## config.mk

```make
export PLATFORM = sky130hd
export DESIGN_NAME = id_ex_stage
export DESIGN_NICKNAME = d
export VERILOG_FILES = /design/src/rtl/id_ex_stage_pkg.sv /design/src/rtl/id_ex_stage_load_use_detect.sv /design/src/rtl/id_ex_stage.sv
export SDC_FILE = /design/constraint.sdc
export NUM_CORES = 1
export LEC_CHECK = 0
export CAP_MARGIN = 10
export CORE_MARGIN = 4
export CORE_UTILIZATION = 40
export CTS_BUF_LIST = sky130_fd_sc_hd__clkbuf_2
export CTS_CLUSTER_DIAMETER = 150
export CTS_CLUSTER_SIZE = 30
export DETAILED_ROUTE_END_ITERATION = 7
export PLACE_DENSITY = 0.72
export SYNTH_ARGS = -nofsm -noshare
export SYNTH_HDL_FRONTEND = slang
export SYNTH_SLANG_ARGS = --single-unit
export TNS_END_PERCENT = 5
```

## constraint.sdc

```tcl
create_clock -name clk -period 2.7 [get_ports clk]
set_input_delay 0.54 -clock clk [delete_from_list [all_inputs] [get_ports clk]]
set_output_delay 0.54 -clock clk [all_outputs]
set_load 0.03 [all_outputs]
```

## src/rtl/id_ex_stage_pkg.sv

```systemverilog
// id_ex_stage_pkg: shared pipeline types (control bundle, ALUOP codes, ID/EX FSM states)
package id_ex_stage_pkg;
  typedef enum logic {RUN = 1'b0, BUBBLE = 1'b1} stateT;
  typedef struct packed {
    logic regdst;
    logic alusrc;
    logic memread;
    logic memwrite;
    logic memtoreg;
    logic regwrite;
  } ctrlT;
  localparam logic [1:0] ALUOP_ADD   = 2'b00;
  localparam logic [1:0] ALUOP_SUB   = 2'b01;
  localparam logic [1:0] ALUOP_RTYPE = 2'b10;
  localparam logic [1:0] ALUOP_IMM   = 2'b11;
  localparam ctrlT CTRL_NOP = '0;
endpackage

```

## src/rtl/id_ex_stage_load_use_detect.sv

```systemverilog
// load_use_detect: flags an ID instruction reading the destination of a load sitting in EX
module load_use_detect
  import id_ex_stage_pkg::*;
(
  input  stateT      state,
  input  logic       ex_valid,
  input  logic       ex_memread,
  input  logic [4:0] ex_writereg,
  input  logic       id_valid,
  input  logic       id_uses_rt,
  input  logic [4:0] id_rs,
  input  logic [4:0] id_rt,
  output logic       haz
);
  assign haz = (state == RUN) & ex_valid & ex_memread & (ex_writereg != 5'd0) & id_valid &
               ((ex_writereg == id_rs) | (id_uses_rt & (ex_writereg == id_rt)));
endmodule

```

## src/rtl/id_ex_stage.sv

```systemverilog
// id_ex_stage: ID/EX pipeline register with load-use stall, flush squash and event counters
module id_ex_stage
  import id_ex_stage_pkg::*;
#(
  parameter int DATA_W = 32,
  parameter int CNT_W  = 16
) (
  input  logic              clk,
  input  logic              reset_n,
  input  logic              id_valid,
  input  logic [4:0]        id_rs,
  input  logic [4:0]        id_rt,
  input  logic [4:0]        id_rd,
  input  logic              id_uses_rt,
  input  logic              id_regdst,
  input  logic              id_alusrc,
  input  logic              id_memread,
  input  logic              id_memwrite,
  input  logic              id_memtoreg,
  input  logic              id_regwrite,
  input  logic [1:0]        id_aluop,
  input  logic [DATA_W-1:0] id_rdata1,
  input  logic [DATA_W-1:0] id_rdata2,
  input  logic [DATA_W-1:0] id_imm,
  input  logic [DATA_W-1:0] id_pc,
  input  logic              flush,
  input  logic              cnt_clr,
  output logic              stall,
  output logic              ex_valid,
  output logic [4:0]        ex_rs,
  output logic [4:0]        ex_rt,
  output logic [4:0]        ex_writereg,
  output logic              ex_regdst,
  output logic              ex_alusrc,
  output logic              ex_memread,
  output logic              ex_memwrite,
  output logic              ex_memtoreg,
  output logic              ex_regwrite,
  output logic [1:0]        ex_aluop,
  output logic [DATA_W-1:0] ex_rdata1,
  output logic [DATA_W-1:0] ex_rdata2,
  output logic [DATA_W-1:0] ex_imm,
  output logic [DATA_W-1:0] ex_pc,
  output logic [CNT_W-1:0]  stall_count,
  output logic [CNT_W-1:0]  flush_count
);
  stateT state;
  ctrlT  idCtrl, exCtrl;
  logic  haz;
  assign idCtrl = id_valid ? ctrlT'{regdst: id_regdst, alusrc: id_alusrc, memread: id_memread,
                                    memwrite: id_memwrite, memtoreg: id_memtoreg, regwrite: id_regwrite}
                           : CTRL_NOP;
  assign {ex_regdst, ex_alusrc, ex_memread, ex_memwrite, ex_memtoreg, ex_regwrite} = exCtrl;
  load_use_detect uDetect (
    .state      (state),
    .ex_valid   (ex_valid),
    .ex_memread (exCtrl.memread),
    .ex_writereg(ex_writereg),
    .id_valid   (id_valid),
    .id_uses_rt (id_uses_rt),
    .id_rs      (id_rs),
    .id_rt      (id_rt),
    .haz        (haz)
  );
  assign stall = haz & ~flush;
  always_ff @(posedge clk or negedge reset_n) begin
    if (!reset_n) begin
      state       <= RUN;
      ex_valid    <= 1'b0;
      exCtrl      <= CTRL_NOP;
      ex_aluop    <= ALUOP_ADD;
      ex_rs       <= '0;
      ex_rt       <= '0;
      ex_writereg <= '0;
      ex_rdata1   <= '0;
      ex_rdata2   <= '0;
      ex_imm      <= '0;
      ex_pc       <= '0;
      stall_count <= '0;
      flush_count <= '0;
    end else begin
      state <= stall ? BUBBLE : RUN;
      // a bubble only kills what could change architectural state; data fields are left as they were
      if (flush | stall) begin
        ex_valid        <= 1'b0;
        exCtrl.memread  <= 1'b0;
        exCtrl.memwrite <= 1'b0;
        exCtrl.regwrite <= 1'b0;
        ex_writereg     <= '0;
      end else begin
        ex_valid    <= id_valid;
        exCtrl      <= idCtrl;
        ex_aluop    <= id_valid ? id_aluop : ALUOP_ADD;
        ex_rs       <= id_rs;
        ex_rt       <= id_rt;
        ex_writereg <= id_regdst ? id_rd : id_rt;
        ex_rdata1   <= id_rdata1;
        ex_rdata2   <= id_rdata2;
        ex_imm      <= id_imm;
        ex_pc       <= id_pc;
      end
      stall_count <= cnt_clr ? '0 : stall_count + CNT_W'(stall & ~&stall_count);
      flush_count <= cnt_clr ? '0 : flush_count + CNT_W'(flush & ~&flush_count);
    end
  end
endmodule

```

==> reports/qor.txt <==
FP Rows: 61
Power Density: 458.9 mW/mm^2
Setup crit end kind: primary output
routed vias: 11450
Place WS: -560.8 ps
max-cap violations: 0
share of cells above drive strength 1: 0.08099
worst clock skew: 52.24 ps
first-pass GRT wire length: 62220 microns
EDFF count, synth: 0
Most common cell on crit path: buf_6
Req. time, crit path: 2160 ps
synthesized instance count: 1213
R2R cell count: 12
Leak: 5.595 nW
Nets: 1642
CP max stage delay: 570 ps
GPL Wtd Cong: 0.7980
total power: 7.083 mW
port bufs: 341
failing checks: negative setup slack
slew at the pin closest to its max-slew limit: 880.2 ps
die width: 175.7 microns
Max Slew Vio Count: 0
Post-Syn Area: 0.01125 sq mm
HP Class: input port to async pin
sequential area share after synthesis: 0.4113
largest net degree at the start of global routing: 196
num ports: 342
drt total wl: 39810 microns
Slew headroom: 0.4132
Syn Area/Cell: 9.278 sq um
worst reg2reg setup slack: -80 ps
syn nets: 1374
WL per Instance: 21.20 microns
DRT Pass-1 Iters: 5
TritonCTS clock tree: yes
RSZ-0062 raised after global routing: yes
Crit path max-delay family: simple AND/OR/NAND/NOR gates
hold_ws: 254.5 ps
Synth Warn #: 0
fin crit period: 2863 ps
post-route setup slack: -163.1 ps
DP HPWL: 24610 microns
share of the synthesized area in the top cell type: 0.4113
CP Max Fanout: 2
#FFs+latches synth: 185
core area: 0.02778 sq mm
Async SR Flop Fraction: 1.000
H-tree levels: 4
DRC viols: 0
vias in the first global route: 11000
initial DRC count: 1174
most frequent cells in the layout: clkdlybuf4s50_1 (321), dfrtp_1 (182), nand2_1 (157), o221ai_1 (143), a22oi_1 (143)
CP max stage cell: or4_4
startpoint types: flop
commonest non-fill, non-tap cell in the layout: clkdlybuf4s50_1
worst skew pair latency: 770 ps
end of the worst register-to-register path: stall_count[11]
top cells by area, synth: dfrtp_1 (41%), o221ai_1 (11%), a22oi_1 (9.5%)
gr usage total: 0.2451
top_reg_cell synth: dfrtp_1
reg2reg start: ex_writereg[1]
Yosys cell types: 41
Overflow after GRT: 0
Num CTS Buffers: 17
CTS sink count: 185
initial antenna violation count: 9
Worst IR Drop VDD: 0.0002348 V
initial core utilization: 0.4051
final hold violations: 0
vias per cell: 6.095
final setup vio count: 3
Root Driver: clkbuf_2
Final ANT Viol Nets: 0
Critical Path, Cell by Cell: buf_6 > or4_4 > o21ai_4 > nor3_4 > buf_6
post-synth top area cell: dfrtp_1
Max Buffers Root-to-Sink: 2
Worst EP arrival: 2320 ps
die area: 0.03088 sq mm
P&R area growth vs syn: 37.13%
status: finished with violations
die height: 175.7 microns
Critical path buffers and inverters: 2
critical setup path kind: flop to primary output
final worst-path cycle share: 1.060
Max Fclk: 349.3 MHz
CTS clk-pin slew, worst paths: 310 ps
-- flip-flops by register name, summed over array words and instances, names as in the netlist --
signal	flops
ex_memtoreg	1
state	1
ex_alusrc	1
ex_memwrite	1
flush_count	16
ex_rdata1	32
ex_rdata2	32
ex_writereg	5
ex_rs	5
ex_regdst	1
ex_valid	1
ex_rt	5
ex_regwrite	1
stall_count	16
ex_memread	1
ex_pc	32
ex_imm	32
ex_aluop	2
-- per-stage QoR --
step	std cells	TNS, ps	utilization	instance area [sq um]
final	1878	-291.1	0.5555	15430
after global routing	1878	-1601	0.5555	15430
after CTS	1867	-270.1	0.5503	15290
after detailed placement	1830	-73130	0.5378	14940
after global placement	1830	-74480	0.5378	14940
after floorplan	1213	-580.4	-	11260
-- worst max-delay path by stage --
stage / cells after the start / slack, ps / start / endpoint
3_5_place_dp: 7 / -560 / id_rt[2] / ex_pc[7]
5_1_grt: 6 / -370 / ex_writereg[2] / stall
6_report: 5 / -160 / ex_writereg[1] / stall
3_3_place_gp: 7 / -560 / id_rs[4] / ex_rdata2[25]
4_1_cts: 5 / -270 / ex_writereg[1] / stall
2_1_floorplan: 11 / -150 / ex_writereg[4] / stall_count[14]
-- per-layer routing --
layer / GRT usage / wire length, microns
met1: 0.3493 / 17180
met3: 0.05575 / 2942
met5: 0 / 32
met2: 0.3662 / 18560
met4: 0.08902 / 1093
-- power by group --
| part | internal, mW | switching, mW | total [mW] |
|---|---|---|---|
| logic | 1.02 | 1.39 | 2.42 |
| registers | 3.02 | 0.230 | 3.25 |
| clock network | 0.291 | 1.12 | 1.41 |
| total | 4.34 | 2.75 | 7.08 |
-- area by class of cell --
cell class / count / area [sq um]
Inverter: 6 / 22.52
Sequential cell: 185 / 4633
Multi-Input combinational cell: 874 / 6075
Clock buffer: 18 / 90.09
Clock inverter: 14 / 127.6
Fill cell: 2541 / 12350
Tap cell: 378 / 473.0
Antenna cell: 6 / 15.01
Timing Repair Buffer: 397 / 3998
-- cell families after synthesis --
kind of cell / synth area share
multiplexers: 0.005448
XOR/XNOR: 0.02412
AO/OA/AOI/OAI: 0.3237
adder cells (fa/ha/maj): 0.004447
flip-flops: 0.4113
AND/OR/NAND/NOR: 0.1678
buffers and inverters: 0.06315
-- worst reg2reg max path, stage by stage, from the launching register on --
cell	delay [ps]
dfrtp_1	480
buf_6	150
xnor2_4	150
nand3_4	80
o22a_4	280
buf_4	140
buf_6	110
nor4_4	370
ha_4	190
nand4_1	200
buf_4	210
or3_1	300
a21oi_1	130
-- Yosys cell counts (all sizes together) (6+ instances only) --
master,n
a211oi,8
a21oi,8
a22oi,143
buf,38
clkbuf,110
dfrtp,185
inv,6
nand2,159
nand3,12
nand4,10
nor2,28
nor2b,142
o211ai,143
o21ai,7
o221ai,143
or3,8
xnor2,17
xor2,14
-- what timing repair did --
item	4_1_cts	5_1_grt
hold buffers	2	0
setup endpoints to repair	3	45
pin swaps	7	11
buffers inserted	6	7
gates resized for setup	16	29
hold endpoints to repair	48	0
Note: power is estimated with default switching activity, not from simulation.
